File: config.mk
export PLATFORM = sky130hd
export DESIGN_NAME = gpu_cmd_queue
export DESIGN_NICKNAME = d
export VERILOG_FILES = /design/src/rtl/gpu_cmd_queue.sv
export SDC_FILE = /design/constraint.sdc
export NUM_CORES = 1
export LEC_CHECK = 0
export CORE_UTILIZATION = 50
export CTS_BUF_LIST = sky130_fd_sc_hd__clkbuf_16
export DETAILED_ROUTE_END_ITERATION = 8
export DONT_BUFFER_PORTS = 1
export PLACE_DENSITY = 0.66
export REMOVE_ABC_BUFFERS = 1
export SYNTH_ARGS = -nofsm -noshare
export SYNTH_HDL_FRONTEND = slang
export SYNTH_SLANG_ARGS = --single-unit
File: constraint.sdc
create_clock -name clk -period 22.2 [get_ports clk]
set_input_delay 2.22 -clock clk [delete_from_list [all_inputs] [get_ports clk]]
set_output_delay 2.22 -clock clk [all_outputs]
set_load 0.005 [all_outputs]
File: src/rtl/gpu_cmd_queue.sv
// gpu_cmd_queue
// Command FIFO and sequencer in front of the gpu draw/clear engine. The bus
// bridge pushes draw/clear commands without polling busy. Each command is
// popped only while the gpu is idle. Its fields are held on ctrl_* for the
// whole command. After a one-cycle settle (LOAD), a single-cycle
// ctrl_draw/ctrl_clear strobe is issued (PULSE). The sequencer then waits for
// gpu_busy to drop (WAIT_DONE).
//
// Ports:
//   clk, reset            clock, asynchronous active-low reset
//   cmd_valid/cmd_ready   push handshake (cmd_ready = queue not full)
//   cmd_type              0 = draw, 1 = clear
//   cmd_*                 command fields captured on push
//   gpu_busy              gpu busy flag (high combinationally during the strobe)
//   ctrl_*                registered command fields to the gpu
//   ctrl_draw/ctrl_clear  one-cycle issue strobes
//   count                 queued entries, excluding the command in flight
//   cmd_done              one-cycle pulse as the in-flight command completes
//   idle                  nothing queued, nothing in flight, gpu not busy
module gpu_cmd_queue #(
    parameter int  DEPTH     = 8,
    parameter int  FB_WIDTH  = 400,
    parameter int  FB_HEIGHT = 240,
    localparam int WB        = $clog2(FB_WIDTH) + 2,
    localparam int HB        = $clog2(FB_HEIGHT) + 2,
    localparam int CW        = $clog2(DEPTH) + 1
) (
    input  logic          clk,
    input  logic          reset,
    input  logic          cmd_valid,
    output logic          cmd_ready,
    input  logic          cmd_type,
    input  logic [31:0]   cmd_address,
    input  logic [15:0]   cmd_address_x,
    input  logic [15:0]   cmd_address_y,
    input  logic [15:0]   cmd_image_width,
    input  logic [WB-1:0] cmd_width,
    input  logic [HB-1:0] cmd_height,
    input  logic [WB-1:0] cmd_x,
    input  logic [HB-1:0] cmd_y,
    input  logic [15:0]   cmd_clear_color,
    input  logic          gpu_busy,
    output logic [31:0]   ctrl_address,
    output logic [15:0]   ctrl_address_x,
    output logic [15:0]   ctrl_address_y,
    output logic [15:0]   ctrl_image_width,
    output logic [WB-1:0] ctrl_width,
    output logic [HB-1:0] ctrl_height,
    output logic [WB-1:0] ctrl_x,
    output logic [HB-1:0] ctrl_y,
    output logic [15:0]   ctrl_clear_color,
    output logic          ctrl_draw,
    output logic          ctrl_clear,
    output logic [CW-1:0] count,
    output logic          cmd_done,
    output logic          idle
);

    localparam int PW = $clog2(DEPTH);
    localparam int EW = 1 + 32 + 16 + 16 + 16 + WB + HB + WB + HB + 16;

    typedef enum logic [1:0] {IDLE, LOAD, PULSE, WAIT_DONE} state_t;

    state_t        state;
    logic [EW-1:0] mem [DEPTH];
    logic [PW-1:0] wr_ptr;
    logic [PW-1:0] rd_ptr;
    logic [EW-1:0] wr_entry;
    logic          push;
    logic          pop;
    logic          cur_type;

    logic          head_type;
    logic [31:0]   head_address;
    logic [15:0]   head_address_x;
    logic [15:0]   head_address_y;
    logic [15:0]   head_image_width;
    logic [WB-1:0] head_width;
    logic [HB-1:0] head_height;
    logic [WB-1:0] head_x;
    logic [HB-1:0] head_y;
    logic [15:0]   head_clear_color;

    // Full blocks pushes even when a pop happens on the same edge.
    assign cmd_ready = (count != CW'(DEPTH));
    assign push      = cmd_valid && cmd_ready;
    assign pop       = (state == IDLE) && (count != '0) && !gpu_busy;

    // Completion is flagged in the WAIT_DONE cycle where busy is seen low,
    // so a zero-duration gpu job reports done right after the strobe.
    assign cmd_done  = (state == WAIT_DONE) && !gpu_busy;
    assign idle      = (count == '0) && (state == IDLE) && !gpu_busy;

    assign wr_entry = {cmd_type, cmd_address, cmd_address_x, cmd_address_y,
                       cmd_image_width, cmd_width, cmd_height, cmd_x, cmd_y,
                       cmd_clear_color};

    assign {head_type, head_address, head_address_x, head_address_y,
            head_image_width, head_width, head_height, head_x, head_y,
            head_clear_color} = mem[rd_ptr];

    // Storage: data only, no reset needed.
    always_ff @(posedge clk) begin
        if (push) begin
            mem[wr_ptr] <= wr_entry;
        end
    end

    // Pointers wrap naturally because DEPTH is a power of two.
    always_ff @(posedge clk or negedge reset) begin
        if (!reset) begin
            wr_ptr <= '0;
            rd_ptr <= '0;
            count  <= '0;
        end else begin
            if (push) begin
                wr_ptr <= wr_ptr + PW'(1);
            end
            if (pop) begin
                rd_ptr <= rd_ptr + PW'(1);
            end
            case ({push, pop})
                2'b10:   count <= count + CW'(1);
                2'b01:   count <= count - CW'(1);
                default: count <= count;
            endcase
        end
    end

    // Sequencer: ctrl_* change only on a pop edge and are held afterwards.
    always_ff @(posedge clk or negedge reset) begin
        if (!reset) begin
            state            <= IDLE;
            cur_type         <= 1'b0;
            ctrl_draw        <= 1'b0;
            ctrl_clear       <= 1'b0;
            ctrl_address     <= '0;
            ctrl_address_x   <= '0;
            ctrl_address_y   <= '0;
            ctrl_image_width <= '0;
            ctrl_width       <= '0;
            ctrl_height      <= '0;
            ctrl_x           <= '0;
            ctrl_y           <= '0;
            ctrl_clear_color <= '0;
        end else begin
            case (state)
                IDLE: begin
                    if (pop) begin
                        cur_type         <= head_type;
                        ctrl_address     <= head_address;
                        ctrl_address_x   <= head_address_x;
                        ctrl_address_y   <= head_address_y;
                        ctrl_image_width <= head_image_width;
                        ctrl_width       <= head_width;
                        ctrl_height      <= head_height;
                        ctrl_x           <= head_x;
                        ctrl_y           <= head_y;
                        ctrl_clear_color <= head_clear_color;
                        state            <= LOAD;
                    end
                end
                // Fields settle one cycle before the strobe for the gpu's
                // registered base-address path.
                LOAD: begin
                    ctrl_draw  <= !cur_type;
                    ctrl_clear <= cur_type;
                    state      <= PULSE;
                end
                PULSE: begin
                    ctrl_draw  <= 1'b0;
                    ctrl_clear <= 1'b0;
                    state      <= WAIT_DONE;
                end
                WAIT_DONE: begin
                    if (!gpu_busy) begin
                        state <= IDLE;
                    end
                end
                default: state <= IDLE;
            endcase
        end
    end

endmodule

==> qor.yml, run 1 <==
floorplan:
  die_w_um: 313
  core_area_um2: 95300
  die_area_um2: 97800
  io_pins: 290
  num_rows: 113
  die_height_um: 313
  start_util: 0.507
cells_and_area:
  register_area_um2: 37200
  drive_above_1_share: 0.118
  final_common_cell: "edfxtp_1"
  final_nets: 2918
  finalNonFillerCells: 4142
  area_delta_synth_final_pct: 11.5
  layout_common_cells: "edfxtp_1 (1112), mux2i_1 (556), nand2_1 (287), a22oi_1 (278), dfrtp_1 (152)"
  nFillCells: 7260
  multiInputGateArea_um2: 10400
power_and_ir_drop:
  pwr-share-seq: 0.456
  clkPwrFrac: 0.301
  powerDensity_nw_per_um2: 134
  irDropWorstVdd_v: 0.0000821
  p_leak_uw: 0.0196
  p_int_uw: 4940
  totalPowerFinal_uw: 7210
  pwr-share-comb: 0.242
  power.switching_uw: 2270
  switching_share: 0.314
logic_synthesis:
  yosysTopAreaCell: "edfxtp_1"
  synthTopCellsByArea: "edfxtp_1 (69%), mux2i_1 (12%), dfrtp_1 (7.9%)"
  ys_seq_area_frac: 0.771
  synth-seq-cells: 1265
  synth_area_per_cell_um2: 17.6
  netlist.area_leader.share: 0.691
  synth_cell_types: 34
  netlist_area_um2: 48300
  syn_inst: 2744
  yosysWarnings: 0
worst_setup_path:
  cp_num_buf_inv: 0
  path_max_fanout: 4
  cp_slowest_cell: "nor2_1"
  slowest_delay_ns: 0.17
  endpoint_kind: "primary output"
  cp_top_family: "simple AND/OR/NAND/NOR gates"
  path_cells: "nand2b_1 -> nor2_1"
  critical_path_class: "in2out"
  worstPathRequired_ns: 19.98
  worstPathArrival_ns: 2.53
  start_kind: "input port"
timing:
  fin_crit_ns: 4.75
  rsz0062_at_grt: "false"
  fmax_mhz: 211
  period_share: 0.214
  setup_tns_ns: 0
  timing.slew.headroom: 0.138
  drv_slew: 0
  hold_viol: 0
  setup_violations: 0
  hold_ws_ns: 0.505
  clock-skew-final_ns: 0.0224
  tightest_slew_ns: 1.29
drt:
  wl_per_cell_um: 26.0
  drc: 0
  num_vias: 24100
  postRouteWirelength_mm: 108
  postRouteAntennaNets: 0
  dr.pass1.iters: 7
  vias_per_cell: 5.81
  drt_iter0_drc: 1702
placement:
  portBuffers: 0
  hpwl_mm: 55.9
  dp_cells: 3896
  place_congestion: 0.746
grt:
  grt_pass1_vias: 25200
  grt_max_degree: 154
  grt_usage: 0.222
  antenna_found_initial: 0
  globalRouteOverflowTotal: 0
  grt_pass1_wl_mm: 161
clocking:
  cts_hold_buf: 0
  clock-sinks: 1265
  insertion_delay_ns: 0.74
  cts_inserted_buffers: 133
  clkTransAtPathRegs_ns: 0.06
  root_buffer: "clkbuf_16"
  clock_path_buffers: 3
  cts_resized: 0
  cts_tree: "done"
  post_cts_buffers: 0
  htree_levels: 4
job:
  maxCapViolCount: 0
min_path:
  min_path_type: "reg2reg"
run_status:
  status: "finished clean"
state kept, by name, indices dropped and copies added (netlist names), 2 cells and up:
name / flops
mem: 1112
ctrl_address: 32
ctrl_address_x: 16
ctrl_address_y: 16
ctrl_clear_color: 16
ctrl_image_width: 16
ctrl_width: 11
ctrl_x: 11
ctrl_height: 10
ctrl_y: 10
count: 4
rd_ptr: 3
wr_ptr: 3
state: 2
cells in the mapped netlist:
cell type	n
nand2b_1	3
edfxtp_1	1112
xnor2_1	4
a22oi_1	278
ha_1	9
mux2i_1	556
nand3_1	61
xor2_1	4
nor4b_1	1
or2_2	1
a21oi_1	1
nand3b_1	1
dfrtp_1	153
nor4_1	1
buf_2	68
nand3_2	80
buf_4	9
a21o_1	1
clkbuf_1	67
and2_1	1
nand2b_2	1
o21ai_0	6
or4b_2	1
nand2_1	287
inv_2	1
nor2_1	10
buf_6	11
nor2b_1	4
nor4bb_1	1
o31ai_1	1
nor3_1	2
inv_1	3
or4_4	1
mux2_2	4
worst register-to-register path: stages (launching register included):
cell and delay, ns:
dfrtp_4 0.86, buf_4 0.98, buf_4 1.09, mux2i_1 0.45, a22oi_1 0.14, nand3_2 0.13
nand2_1 0.05
power by group through the flow:
| stage | logic [uW] | clock network (uW) | registers, uW |
|---|---|---|---|
| floorplan | 2150 | 0 | 3480 |
| global placement | 1730 | 0 | 3330 |
| detailed placement | 1760 | 0 | 3340 |
| CTS | 1770 | 2220 | 3300 |
| global route | 1900 | 2310 | 3330 |
| finish | 1750 | 2170 | 3290 |
layout make-up:
type | instances | area share
Inverter | 4 | 0.000418
Timing Repair Buffer | 42 | 0.00632
Antenna cell | 1 | 0.0000465
Tap cell | 1265 | 0.0294
Clock buffer | 134 | 0.0623
Clock inverter | 111 | 0.0179
Sequential cell | 1265 | 0.691
Multi-Input combinational cell | 1320 | 0.192
logic make-up after synthesis:
kind of cell             after synthesis  synth area share
flip-flops                          1265             0.771
AND/OR/NAND/NOR                      456            0.0487
AO/OA/AOI/OAI                        287            0.0442
XOR/XNOR                               8           0.00145
multiplexers                         560             0.116
adder cells (fa/ha/maj)                9           0.00233
buffers and inverters                159            0.0165
through the flow:
step	instance area, um^2	worst slack (ns)	util
after floorplan	47500	3.49	-
after global placement	49500	17.05	0.520
after detailed placement	49500	17.00	0.520
after CTS	53900	17.44	0.565
after global routing	53900	17.42	0.565
final	53900	17.45	0.565
final timing paths:
kind / start / end / slack (ns) / cells after the start
worst max-delay path: gpu_busy / idle / 17.45 / 2
worst min-delay path: ctrl_address_y[10] / ctrl_address_y[10] / 0.50 / 2
worst max register to register: rd_ptr[0] / ctrl_address_y[13] / 18.40 / 6
worst min register to register: ctrl_address_y[10] / ctrl_address_y[10] / 0.50 / 2
max in group asynchronous: reset / ctrl_address[3] / 20.74 / 0
min in group asynchronous: reset / ctrl_image_width[7] / 1.18 / 0
metal layers:
metal / GRT usage / routed length, um
met4: 0.0687 / 2410
met5: 0 / 0
met3: 0.0638 / 8170
met1: 0.277 / 43400
met2: 0.376 / 53900
No activity file was read; power rests on OpenSTA's default activity.
==> run 2, diff against run 1 <==
clock period = 4.8 ns   (was 22.2 ns; I/O delays follow)
==> qor.yml, run 2 (synthesis results as in run 1) <==
run_status:
  status: "finished clean"
job:
  maxCapViolCount: 0  # unchanged
cells_and_area:
  layout_common_cells: "edfxtp_1 (1112), mux2i_1 (556), nand2_1 (287), a22oi_1 (278), dfrtp_1 (152)"
  nFillCells: 7082  # -2.5%
  final_common_cell: "edfxtp_1"
  area_delta_synth_final_pct: 14.7
  final_area_um2: 55400  # +2.9%
  finalNonFillerCells: 4281  # +3.4%
  reg.largest.list: "mem (1112), ctrl_address (32)"
  fin_util: 0.581  # +0.0162
  largest_register: "mem"
  final_nets: 3055  # +4.7%
  drive_above_1_share: 0.107  # -0.0109
  largest_reg_flops: 1112  # unchanged
worst_setup_path:
  critical_path_class: "reg2reg"
  slowest_delay_ns: 0.90  # +0.73 ns
  path_max_fanout: 30  # +26
  worstPathArrival_ns: 3.36  # +0.83 ns
  path_cells: "or4b_2 -> nand3_1 -> nor3_2 -> buf_4"
  endpoint_kind: "flop"
  cp_top_family: "simple AND/OR/NAND/NOR gates"
  cp_num_buf_inv: 1  # +1
  worstPathRequired_ns: 5.14  # -14.84 ns
  start_kind: "flop"
  crit_cells: 4  # +2
  rr_worst_depth: 4  # -2
  cp_slowest_cell: "nor3_2"
floorplan:
  io_pins: 290  # unchanged
  die_w_um: 313  # unchanged
  start_util: 0.507  # unchanged
  core_area_um2: 95300  # unchanged
  num_rows: 113  # unchanged
  die_area_um2: 97800  # unchanged
  die_height_um: 313  # unchanged
power_and_ir_drop:
  power.switching_uw: 10500  # +370%
  clkPwrFrac: 0.291  # -0.010
  p_int_uw: 22800  # +360%
  pwr-share-seq: 0.456  # about the same
  irDropWorstVdd_v: 0.000390  # +370%
  pwr-share-comb: 0.253  # +0.011
  switching_share: 0.316  # +0.00214
  p_leak_uw: 0.0203  # +3.4%
  powerDensity_nw_per_um2: 601  # +350%
clocking:
  insertion_delay_ns: 0.71  # -0.03 ns
  clock-sinks: 1265  # unchanged
  clock_path_buffers: 3  # unchanged
  post_cts_buffers: 0  # unchanged
  cts_tree: "done"
  root_buffer: "clkbuf_16"
  htree_levels: 4  # unchanged
  clkTransAtPathRegs_ns: 0.06  # about the same
  cts_inserted_buffers: 131  # -1.5%
drt:
  dr.pass1.iters: 5  # -2
  drt_iter0_drc: 1974  # +16%
  wl_per_cell_um: 25.0  # -3.9%
  num_vias: 24600  # +2.2%
  vias_per_cell: 5.75  # -1.1%
  postRouteWirelength_mm: 107  # -0.66%
  drc: 0  # unchanged
  postRouteAntennaNets: 0  # unchanged
grt:
  globalRouteOverflowTotal: 0  # unchanged
  grt_usage: 0.219  # -0.00309
  grt_pass1_wl_mm: 161  # -0.20%
  grt_max_degree: 154  # unchanged
  grt_pass1_vias: 25600  # +1.7%
  antenna_found_initial: 16  # +16
placement:
  hpwl_mm: 54.2  # -3.0%
  portBuffers: 0  # unchanged
  place_area_um2: 49800  # +0.46%
  place_congestion: 0.757  # +1.4%
  dp_cells: 3893  # -0.077%
timing:
  tightest_slew_ns: 1.22  # -0.0652 ns
  period_share: 0.628
  setup_violations: 0  # unchanged
  fin_crit_ns: 3.01
  clock-skew-final_ns: 0.0199  # -0.00249 ns
  hold_viol: 0  # unchanged
  timing.slew.headroom: 0.183  # +0.0453
  drv_slew: 0  # unchanged
  fmax_mhz: 332
  rsz0062_at_grt: "false"
min_path:
  min_path_type: "in2reg"
  hold_path_depth: 3  # +1
==> run 2: cell types whose count changed in the layout (fill, tap and decap cells not counted), sizes merged <==
cell	change
bufinv	-5
inv	+19
clkbuf	+1
clkinv	-15
dlygate4sd3	+141
buf	-2
diode	+4
clkinvlp	-4
==> run 2: tightest hold or removal path: cells and delay by family <==
family,cells,cell delay [ns]
simple gates,3,0.25
==> run 2: what timing repair did <==
action	in CTS	in global routing
endpoints found under the hold margin	1266	0
hold buffers	142	0
resized for setup	0	0
setup endpoints to repair	0	0
==> run 2: area by class of cell <==
| cell class | count | area, um^2 | share of cell area |
|---|---|---|---|
| Tap cell | 1265 | 1580 | 0.0286 |
| Clock inverter | 106 | 807 | 0.0146 |
| Antenna cell | 5 | 12.5 | 0.000226 |
| Multi-Input combinational cell | 1320 | 10400 | 0.187 |
| Inverter | 4 | 22.5 | 0.000407 |
| Clock buffer | 135 | 3380 | 0.0610 |
| Sequential cell | 1265 | 37200 | 0.672 |
| Timing Repair Buffer | 181 | 2010 | 0.0362 |
==> run 2: path summary, 6_finish.rpt <==
kind / startpoint / to / slack, ns
setup / recovery: count[1] / mem[1][8] / 1.79
hold / removal: cmd_valid / wr_ptr[0] / 0.06
setup reg to reg: count[1] / mem[1][8] / 1.79
hold reg to reg: ctrl_width[0] / ctrl_width[0] / 0.50
max in group asynchronous: reset / rd_ptr[0] / 3.52
min in group asynchronous: reset / ctrl_image_width[14] / 0.50
==> run 2: per-layer routing <==
layer	track usage	share of wire	up-vias
met4	0.0590	0.015	24
met2	0.365	0.50	700
met1	0.293	0.43	12700
met3	0.0476	0.059	148
li1	-	-	11000
met5	0	0.0015	-
==> run 2: power groups by stage <==
stage	logic (uW)	clock network, uW	registers [uW]
floorplan	5170	0	15500
global route	9110	10300	15400
finish	8420	9710	15200
global placement	8060	0	15300
detailed placement	8240	0	15400
CTS	8520	9910	15200
==> run 2: per-stage QoR <==
stage	hold slack (ns)	setup TNS (ns)	total power, uW	setup WS, ns
2_1_floorplan	0.184	-5818.19	20600	-13.91
3_3_place_gp	0.192	0	23400	1.79
3_5_place_dp	0.193	0	23700	1.77
4_1_cts	0.000174	0	33600	1.75
5_1_grt	0.0365	0	34800	1.64
6_report	0.0579	0	33300	1.79
